<file path="config.mk">
export PLATFORM = sky130hd
export DESIGN_NAME = tia_hsync_counter
export DESIGN_NICKNAME = d
export VERILOG_FILES = /design/src/rtl/tia_hsync_pkg.sv /design/src/rtl/tia_hlfsr_decode.sv /design/src/rtl/tia_hsync_counter.sv
export SDC_FILE = /design/constraint.sdc
export NUM_CORES = 1
export LEC_CHECK = 0
export BUFFER_PORTS_ARGS = -buffer_cell sky130_fd_sc_hd__clkbuf_2
export CAP_MARGIN = 20
export CORE_AREA = 2 2 39 41
export DETAILED_ROUTE_END_ITERATION = 10
export DIE_AREA = 0 0 41 43
export GPL_TIMING_DRIVEN = 0
export PLACE_DENSITY = 0.73
export SLEW_MARGIN = 15
export SYNTH_ARGS = -nofsm -noshare
export SYNTH_HDL_FRONTEND = slang
export SYNTH_HIERARCHICAL = 1
export SYNTH_SLANG_ARGS = --single-unit
export TNS_END_PERCENT = 5
</file>
<file path="constraint.sdc">
create_clock -name clk -period 2 [get_ports clk]
set_clock_uncertainty 0.2 [all_clocks]
set_input_delay 0.4 -clock clk [delete_from_list [all_inputs] [get_ports clk]]
set_output_delay 0.4 -clock clk [all_outputs]
set_load 0.05 [all_outputs]
</file>
<file path="src/rtl/tia_hsync_pkg.sv">
// TIA horizontal timing: shared constants and the LFSR step function.
// Decode values are states of the 57-count horizontal LFSR.
package tia_hsync_pkg;

  localparam int PHASES    = 4;
  localparam int HS_PERIOD = 57;

  localparam logic [5:0] HS_SHS  = 6'b111100;
  localparam logic [5:0] HS_RHS  = 6'b110111;
  localparam logic [5:0] HS_RCB  = 6'b001111;
  localparam logic [5:0] HS_RHB  = 6'b011100;
  localparam logic [5:0] HS_LRHB = 6'b010111;
  localparam logic [5:0] HS_CNT  = 6'b101100;
  localparam logic [5:0] HS_SHB  = 6'b010100;

  // Shift right with XNOR feedback into the insert bit.
  function automatic logic [5:0] hs_step(input logic [5:0] s);
    return {~(s[1] ^ s[0]), s[5:1]};
  endfunction

endpackage

</file>
<file path="src/rtl/tia_hlfsr_decode.sv">
// Horizontal event decodes: pure compares on the LFSR state.
// Each strobe is high for exactly one count of the line.
module tia_hlfsr_decode
  import tia_hsync_pkg::*;
(
  input  logic [5:0] out,
  output logic       shs,
  output logic       rhs,
  output logic       rcb,
  output logic       rhb,
  output logic       lrhb,
  output logic       cnt,
  output logic       shb
);

  assign shs  = (out == HS_SHS);
  assign rhs  = (out == HS_RHS);
  assign rcb  = (out == HS_RCB);
  assign rhb  = (out == HS_RHB);
  assign lrhb = (out == HS_LRHB);
  assign cnt  = (out == HS_CNT);
  assign shb  = (out == HS_SHB);

endmodule

</file>
<file path="src/rtl/tia_hsync_counter.sv">
// TIA horizontal sync counter: 4-phase enable generator plus
// a 57-state LFSR stepped on hphi2, with line-event decodes.
module tia_hsync_counter
  import tia_hsync_pkg::*;
(
  input  logic       clk,
  input  logic       r,
  output logic       hphi1,
  output logic       hphi2,
  output logic [5:0] out,
  output logic       shb,
  output logic       rsynd,
  output logic       shs,
  output logic       rhs,
  output logic       rcb,
  output logic       rhb,
  output logic       lrhb,
  output logic       cnt
);

  logic [1:0] p_q;
  logic [5:0] lfsr_q, lfsr_d;
  logic       rsynd_q, rsynd_d;

  // Reset gates the enables so nothing steps while r is held.
  assign hphi1 = (p_q == 2'd0) & ~r;
  assign hphi2 = (p_q == 2'd2) & ~r;

  assign out   = lfsr_q;
  assign rsynd = rsynd_q;

  always_comb begin
    lfsr_d  = lfsr_q;
    rsynd_d = rsynd_q;
    if (hphi2) begin
      if (shb) begin
        lfsr_d  = 6'b000000;
        rsynd_d = 1'b1;
      end else begin
        lfsr_d  = hs_step(lfsr_q);
        rsynd_d = 1'b0;
      end
    end
  end

  always_ff @(posedge clk) begin
    if (r) begin
      p_q     <= 2'd0;
      lfsr_q  <= 6'b000000;
      rsynd_q <= 1'b1;
    end else begin
      p_q     <= p_q + 2'd1;
      lfsr_q  <= lfsr_d;
      rsynd_q <= rsynd_d;
    end
  end

  tia_hlfsr_decode u_dec (
    .out  (lfsr_q),
    .shs  (shs),
    .rhs  (rhs),
    .rcb  (rcb),
    .rhb  (rhb),
    .lrhb (lrhb),
    .cnt  (cnt),
    .shb  (shb)
  );

endmodule

</file>
Word-level counts from Yosys, hierarchy flattened
Index checks and enable logic that the tools add are counted.
{"block": "totals", "regBits": 9, "latch_bits": 0, "ramBits": 0, "rom_bits": 0, "in_bits": 2, "n_memories": 0}
{"block": "classes", "n_addsub": 1, "multipliers": 0, "div_mod_pow": 0, "order_cmp": 0, "eq_ne": 8, "n_shift": 0, "n_mux": 2, "bitwise": 5, "reduce_logical": 1}
{"operator": "$eq 6x5->1 const B", "n": 3}
{"operator": "$eq 6x6->1 const B", "n": 3}
{"operator": "$eq 6x4->1 const B", "n": 1}
{"operator": "$mux 6", "n": 1}
{"operator": "$add 2x1->2 const B", "n": 1}
{"operator": "$and 1x1->1", "n": 2}
{"operator": "$eq 2x2->1 const B", "n": 1}
{"operator": "$logic_not 2->1", "n": 1}
{"operator": "$not 1->1", "n": 2}
{"operator": "$mux 1", "n": 1}
{"operator": "$xor 1x1->1", "n": 1}

Longest topological paths before layout
{"block": "logic_depth", "ltp_word": 3, "mapped_depth": 5, "ltp_nobuf": 4}

Modules after synthesis
Netlist, hierarchy kept.
{"mod": "tia_hsync_counter", "n_inst": 1, "cells_per_inst": 40, "area_each_um2": 382.9, "seq_area_each_um2": 180.2}
{"mod": "tia_hlfsr_decode", "n_inst": 1, "cells_per_inst": 13, "area_each_um2": 101.3, "seq_area_each_um2": 0.0}

Worst setup path before layout
No wires, ideal clock.
{"block": "synth_timing", "kind": "register -> register", "start": "reg lfsr_q[2] (netlist: out[2])", "end": "reg lfsr_q[5] (netlist: out[5])", "setup_ns": 0.128, "t_arrival_ns": 3.059, "required_ns": 1.672, "slack_ns": -1.386, "path_stages_with_launch": 5, "n_path_buf": 0, "path_cell_list": "dfxtp_1 nand3b_1 nor4_1 or3b_1 o32ai_1"}
{"block": "synth_between", "elab_chain_cells": 2}
{"item": "start, declared", "line_no": "tia_hsync_counter.sv:22", "source": "logic [5:0] lfsr_q, lfsr_d;"}
{"item": "start signal, assigned", "line_no": "tia_hsync_counter.sv:53", "source": "lfsr_q <= lfsr_d;"}
{"item": "$eq 6x5->1", "line_no": "tia_hlfsr_decode.sv:22", "source": "assign shb = (out == HS_SHB);"}
{"item": "named net shb", "line_no": "tia_hsync_counter.sv:11", "source": "output logic shb,"}
{"item": "$mux 6", "line_no": "tia_hsync_counter.sv:36", "source": "if (shb) begin"}
The timed path passes the listed nets, and every way through them passes these cells.
A chain may end at the register's enable or synchronous reset.

Worst setup path in the final report
{"block": "layout_timing", "start": "reg lfsr_q[3] (netlist: out[3])", "end": "out rhs"}
{"block": "layout_between", "elab_chain_cells": 1}
{"item": "$eq 6x6->1", "line_no": "tia_hlfsr_decode.sv:17", "source": "assign rhs = (out == HS_RHS);"}
{"item": "end, declared", "line_no": "tia_hsync_counter.sv:14", "source": "output logic rhs,"}
No other way between the ends.

==> results.txt <==
The post-synthesis instance area came out at 484 sq um. The core region area is 0.00138 sq mm. For this design, the slowest cell found on the critical path is sky130_fd_sc_hd__dfxtp_4. Traced cell by cell, the critical path runs through nand3b_1 > buf_4 > nor2_2 > buf_2.

The net count of the finished layout is 84. The final total negative setup slack came out at 0 ns. The maximum fanout encountered on the critical timing path is 2. The number of nets produced by synthesis is 57. In this run the critical register-to-register path is captured at out[5]$_SDFFE_PP0P_.

The root buffer cell chosen for the clock tree is sky130_fd_sc_hd__clkbuf_4. The design draws 0.000421 W. The number of placed instances, taps included, is 86. The worst slew margin relative to its limit came out at 65.0%. The data arrival time of the critical path came out at 1.34 ns. The portion of the clock cycle consumed by the worst path in the final layout is 97.2%. Once the floorplan was initialized, standard cells occupied 35.0% of the core. The DRC violation count after routing is 0. The final-report max-slew violation count came out at 0. The via count of the first global-routing pass is 427. The number of placement rows is 14. STA classifies the critical path endpoint as a primary output.

Setup repair after global routing could not meet its margin everywhere. In the final layout, the share of cells above drive strength 1 is 53.2%. The number of standard cells after synthesis is 53. The iteration count of the initial detailed-routing pass is 4. Summing the sequential cell areas from Yosys gives 37.2% of the chip area. The count of cells along the worst register-to-register path is 4.

The mean instance size in the synthesized netlist is 9.14 sq um. The die boundary height is 43 um. The setup slack on the worst flop-to-flop path came out at 0.43 ns. The tightest min-delay check is of the in2reg type. Data on the critical path is required at its endpoint by 1.40 ns.

The leakage power is 0.288 nW. The detailed router placed 491 vias in this run. In this design, the largest share of critical-path delay is due to buffers and inverters.

The clock-pin slew reported for the worst setup and hold paths after clock tree synthesis is 0.06 ns. The first-pass GRT wire length came out at 1.86 mm. The flow ran to the end, and the final reports show no timing, DRC or antenna violations. The hold-fix buffer count after cts is 0.

Clock latency on the worst-skew pair, taken at its later pin, is 0.27 ns. Setup violations remaining at the end of the flow were counted as 0. In the global route stage, overall resource usage came out at 16.5%. The DRC marker count from the first detailed-route iteration is 6. The area used by sequential logic in the layout is 195 sq um.

The hold path depth came out at 2. The CTS buffer count is 3. For the pin with the worst max-slew slack, the measured transition is 0.525 ns. The clock sink count is 9. The time the final worst path needs with I/O delays and setup came out at 1.94 ns. The total of fill cells in the finished design came out at 132.

Summing all multi-input logic gate instances after layout gives 363 sq um. The peak per-stage delay on the critical path is 0.34 ns. Static timing analysis puts the maximum clock frequency at 0.514 GHz.

Input and output buffers added on the ports amount to 17. The die width is 41 um. The source of the worst register-to-register timing path is out[5]$_SDFFE_PP0P_.

The average vias per placed instance is 5.17. The total half-perimeter wirelength after legalization and detailed placement came out at 760 um. CTS built an H-tree with a depth of 1.

The initial antenna violation count came out at 0. The largest net degree at the start of global routing came out at 11. The startpoint identified for the worst hold timing path is r.

The final routed wire length divided by cell count came out at 12.6 um. The maximum VDD drop is 0.370 mV. The final standard cell count with taps included and fillers excluded is 95. The power per cell area came out at 533 mW/mm^2. The number of hold violations in the final report is 0. For this design the top-level I/O count stands at 18. The worst hold path terminates at p_q[1]$_SDFF_PP0_. The maximum clock insertion buffer count came out at 2.

TritonCTS built the clock tree. For this run the aggregate overflow at the end of global routing stands at 0. The count of nets left with antenna violations after detail routing came out at 0. Relative to the synthesized area, the layout overhead comes to 63.0%. The worst setup path is launched from a register. The critical path contains buffers and inverters numbering 2 combined. After synthesis the netlist holds a flip-flop and latch count of 9. The die area is 0.00176 sq mm. The worst setup path is of the reg2out kind.

During synthesis, Yosys emitted a total of 6 warnings. The aggregate routed wire length came out at 1.20 mm. Routability-driven placement finished with a final weighted congestion of 0.716. The number of antenna cells inserted is 0. The count of maximum capacitance violations is 0. The number of distinct library cells after synthesis came out at 20.
-- what timing repair did --
action	4_1_cts	5_1_grt
resized for setup	15	11
gates cloned	0	0
setup buffers	5	0
setup endpoints to repair	8	7
pin swaps	2	1
-- layer usage --
layer	track usage (%)	vias up	wire [um]
met1	17.7	223	498
met5	0	-	0
li1	-	236	-
met2	24.1	25	548
met4	13.3	0	48
met3	6.28	7	101
-- sequential cells by signal (all words and copies together), names as in the netlist --
signal,count
out,6
p_q,2
rsynd,1
-- per-stage QoR --
step / instance area [sq um] / setup slack (ns) / hold WS, ns / util (%)
floorplan: 549 / -0.204 / 0.193 / -
global placement: 654 / -0.0785 / 0.202 / 47.3
detailed placement: 654 / -0.0822 / 0.205 / 47.3
CTS: 769 / -0.0384 / 0.115 / 55.6
global route: 790 / -0.0209 / 0.125 / 57.1
finish: 790 / 0.0552 / 0.115 / 57.1
-- worst reg2reg max path: stages (launching register included) --
cell and delay (ns):
sky130_fd_sc_hd__dfxtp_2 0.52, sky130_fd_sc_hd__nor4_4 0.10, sky130_fd_sc_hd__buf_4 0.17, sky130_fd_sc_hd__or3b_1 0.37, sky130_fd_sc_hd__o32ai_1 0.11
-- cell families (layout without fill, tap and decap cells) --
kind of cell | count (synthesis) | in the layout | synth area share [%]
and+or+nand+nor | 29 | 29 | 42.9
DFF | 9 | 9 | 37.2
AOI/OAI and AO/OA | 7 | 7 | 8.79
buffers and inverters | 5 | 31 | 4.13
adders and majority gates | 2 | 2 | 5.17
xor gates and xnor gates | 1 | 1 | 1.81
-- placed cells by master, fill, tap and decap left out --
| cell type | count |
|---|---|
| sky130_fd_sc_hd__nor2_1 | 1 |
| sky130_fd_sc_hd__nor2b_1 | 3 |
| sky130_fd_sc_hd__nand3b_1 | 6 |
| sky130_fd_sc_hd__ha_4 | 1 |
| sky130_fd_sc_hd__clkbuf_8 | 1 |
| sky130_fd_sc_hd__buf_2 | 1 |
| sky130_fd_sc_hd__inv_1 | 3 |
| sky130_fd_sc_hd__nor2_2 | 2 |
| sky130_fd_sc_hd__or3b_1 | 1 |
| sky130_fd_sc_hd__ha_1 | 1 |
| sky130_fd_sc_hd__nand2b_1 | 5 |
| sky130_fd_sc_hd__nand3_1 | 1 |
| sky130_fd_sc_hd__a21oi_1 | 5 |
| sky130_fd_sc_hd__buf_6 | 3 |
| sky130_fd_sc_hd__dfxtp_2 | 3 |
| sky130_fd_sc_hd__nand4bb_4 | 1 |
| sky130_fd_sc_hd__a211o_1 | 1 |
| sky130_fd_sc_hd__clkbuf_2 | 10 |
| sky130_fd_sc_hd__nand2_1 | 3 |
| sky130_fd_sc_hd__buf_8 | 1 |
| sky130_fd_sc_hd__nor3b_4 | 2 |
| sky130_fd_sc_hd__clkbuf_4 | 3 |
| sky130_fd_sc_hd__clkbuf_1 | 2 |
| sky130_fd_sc_hd__nor4_4 | 2 |
| sky130_fd_sc_hd__nor2b_4 | 1 |
| sky130_fd_sc_hd__xor2_1 | 1 |
| sky130_fd_sc_hd__dfxtp_1 | 3 |
| sky130_fd_sc_hd__buf_4 | 7 |
| sky130_fd_sc_hd__o32ai_1 | 1 |
| sky130_fd_sc_hd__dfxtp_4 | 3 |
| sky130_fd_sc_hd__nor3_4 | 1 |
-- final cells by class --
class / instances / area share [%]
clock buffer: 4 / 3.33
buffer: 2 / 1.43
multi-input combinational: 39 / 46.0
tap: 16 / 2.54
timing repair buffer: 22 / 20.6
inverter: 3 / 1.43
sequential: 9 / 24.7
-- power by group --
group	switching (W)	internal [W]	leakage, nW
sequential	0.0000132	0.000184	0.0773
clock	0.0000694	0.0000773	0.0150
combinational	0.0000482	0.0000285	0.196
-- how the worst max path moves through the flow --
stage	from	cells after the start	endpoint
after global placement	out[4]$_SDFFE_PP0P_	3	shb
final	out[3]$_SDFFE_PP0P_	4	rhs
after CTS	out[3]$_SDFFE_PP0P_	3	shb
after detailed placement	out[4]$_SDFFE_PP0P_	3	shb
after floorplan	out[4]$_SDFFE_PP0P_	2	shb
after global routing	p_q[0]$_SDFF_PP0_	5	hphi2
-- cells in the mapped netlist, drive strengths merged --
| master | instances | area (sq um) |
|---|---|---|
| inv | 3 | 11.3 |
| xor2 | 1 | 8.76 |
| nand3b | 6 | 45.0 |
| a211o | 1 | 8.76 |
| nor3 | 1 | 5.00 |
| buf | 1 | 5.00 |
| nor4 | 2 | 12.5 |
| nor2b | 4 | 25.0 |
| nand2 | 3 | 11.3 |
| nand2b | 5 | 31.3 |
| ha | 2 | 25.0 |
| nand4bb | 1 | 27.5 |
| o32ai | 1 | 8.76 |
| or3b | 1 | 8.76 |
| nor3b | 2 | 25.0 |
| nor2 | 3 | 11.3 |
| nand3 | 1 | 5.00 |
| a21oi | 5 | 25.0 |
| clkbuf | 1 | 3.75 |
| dfxtp | 9 | 180 |
No activity file was read; power rests on OpenSTA's default activity.
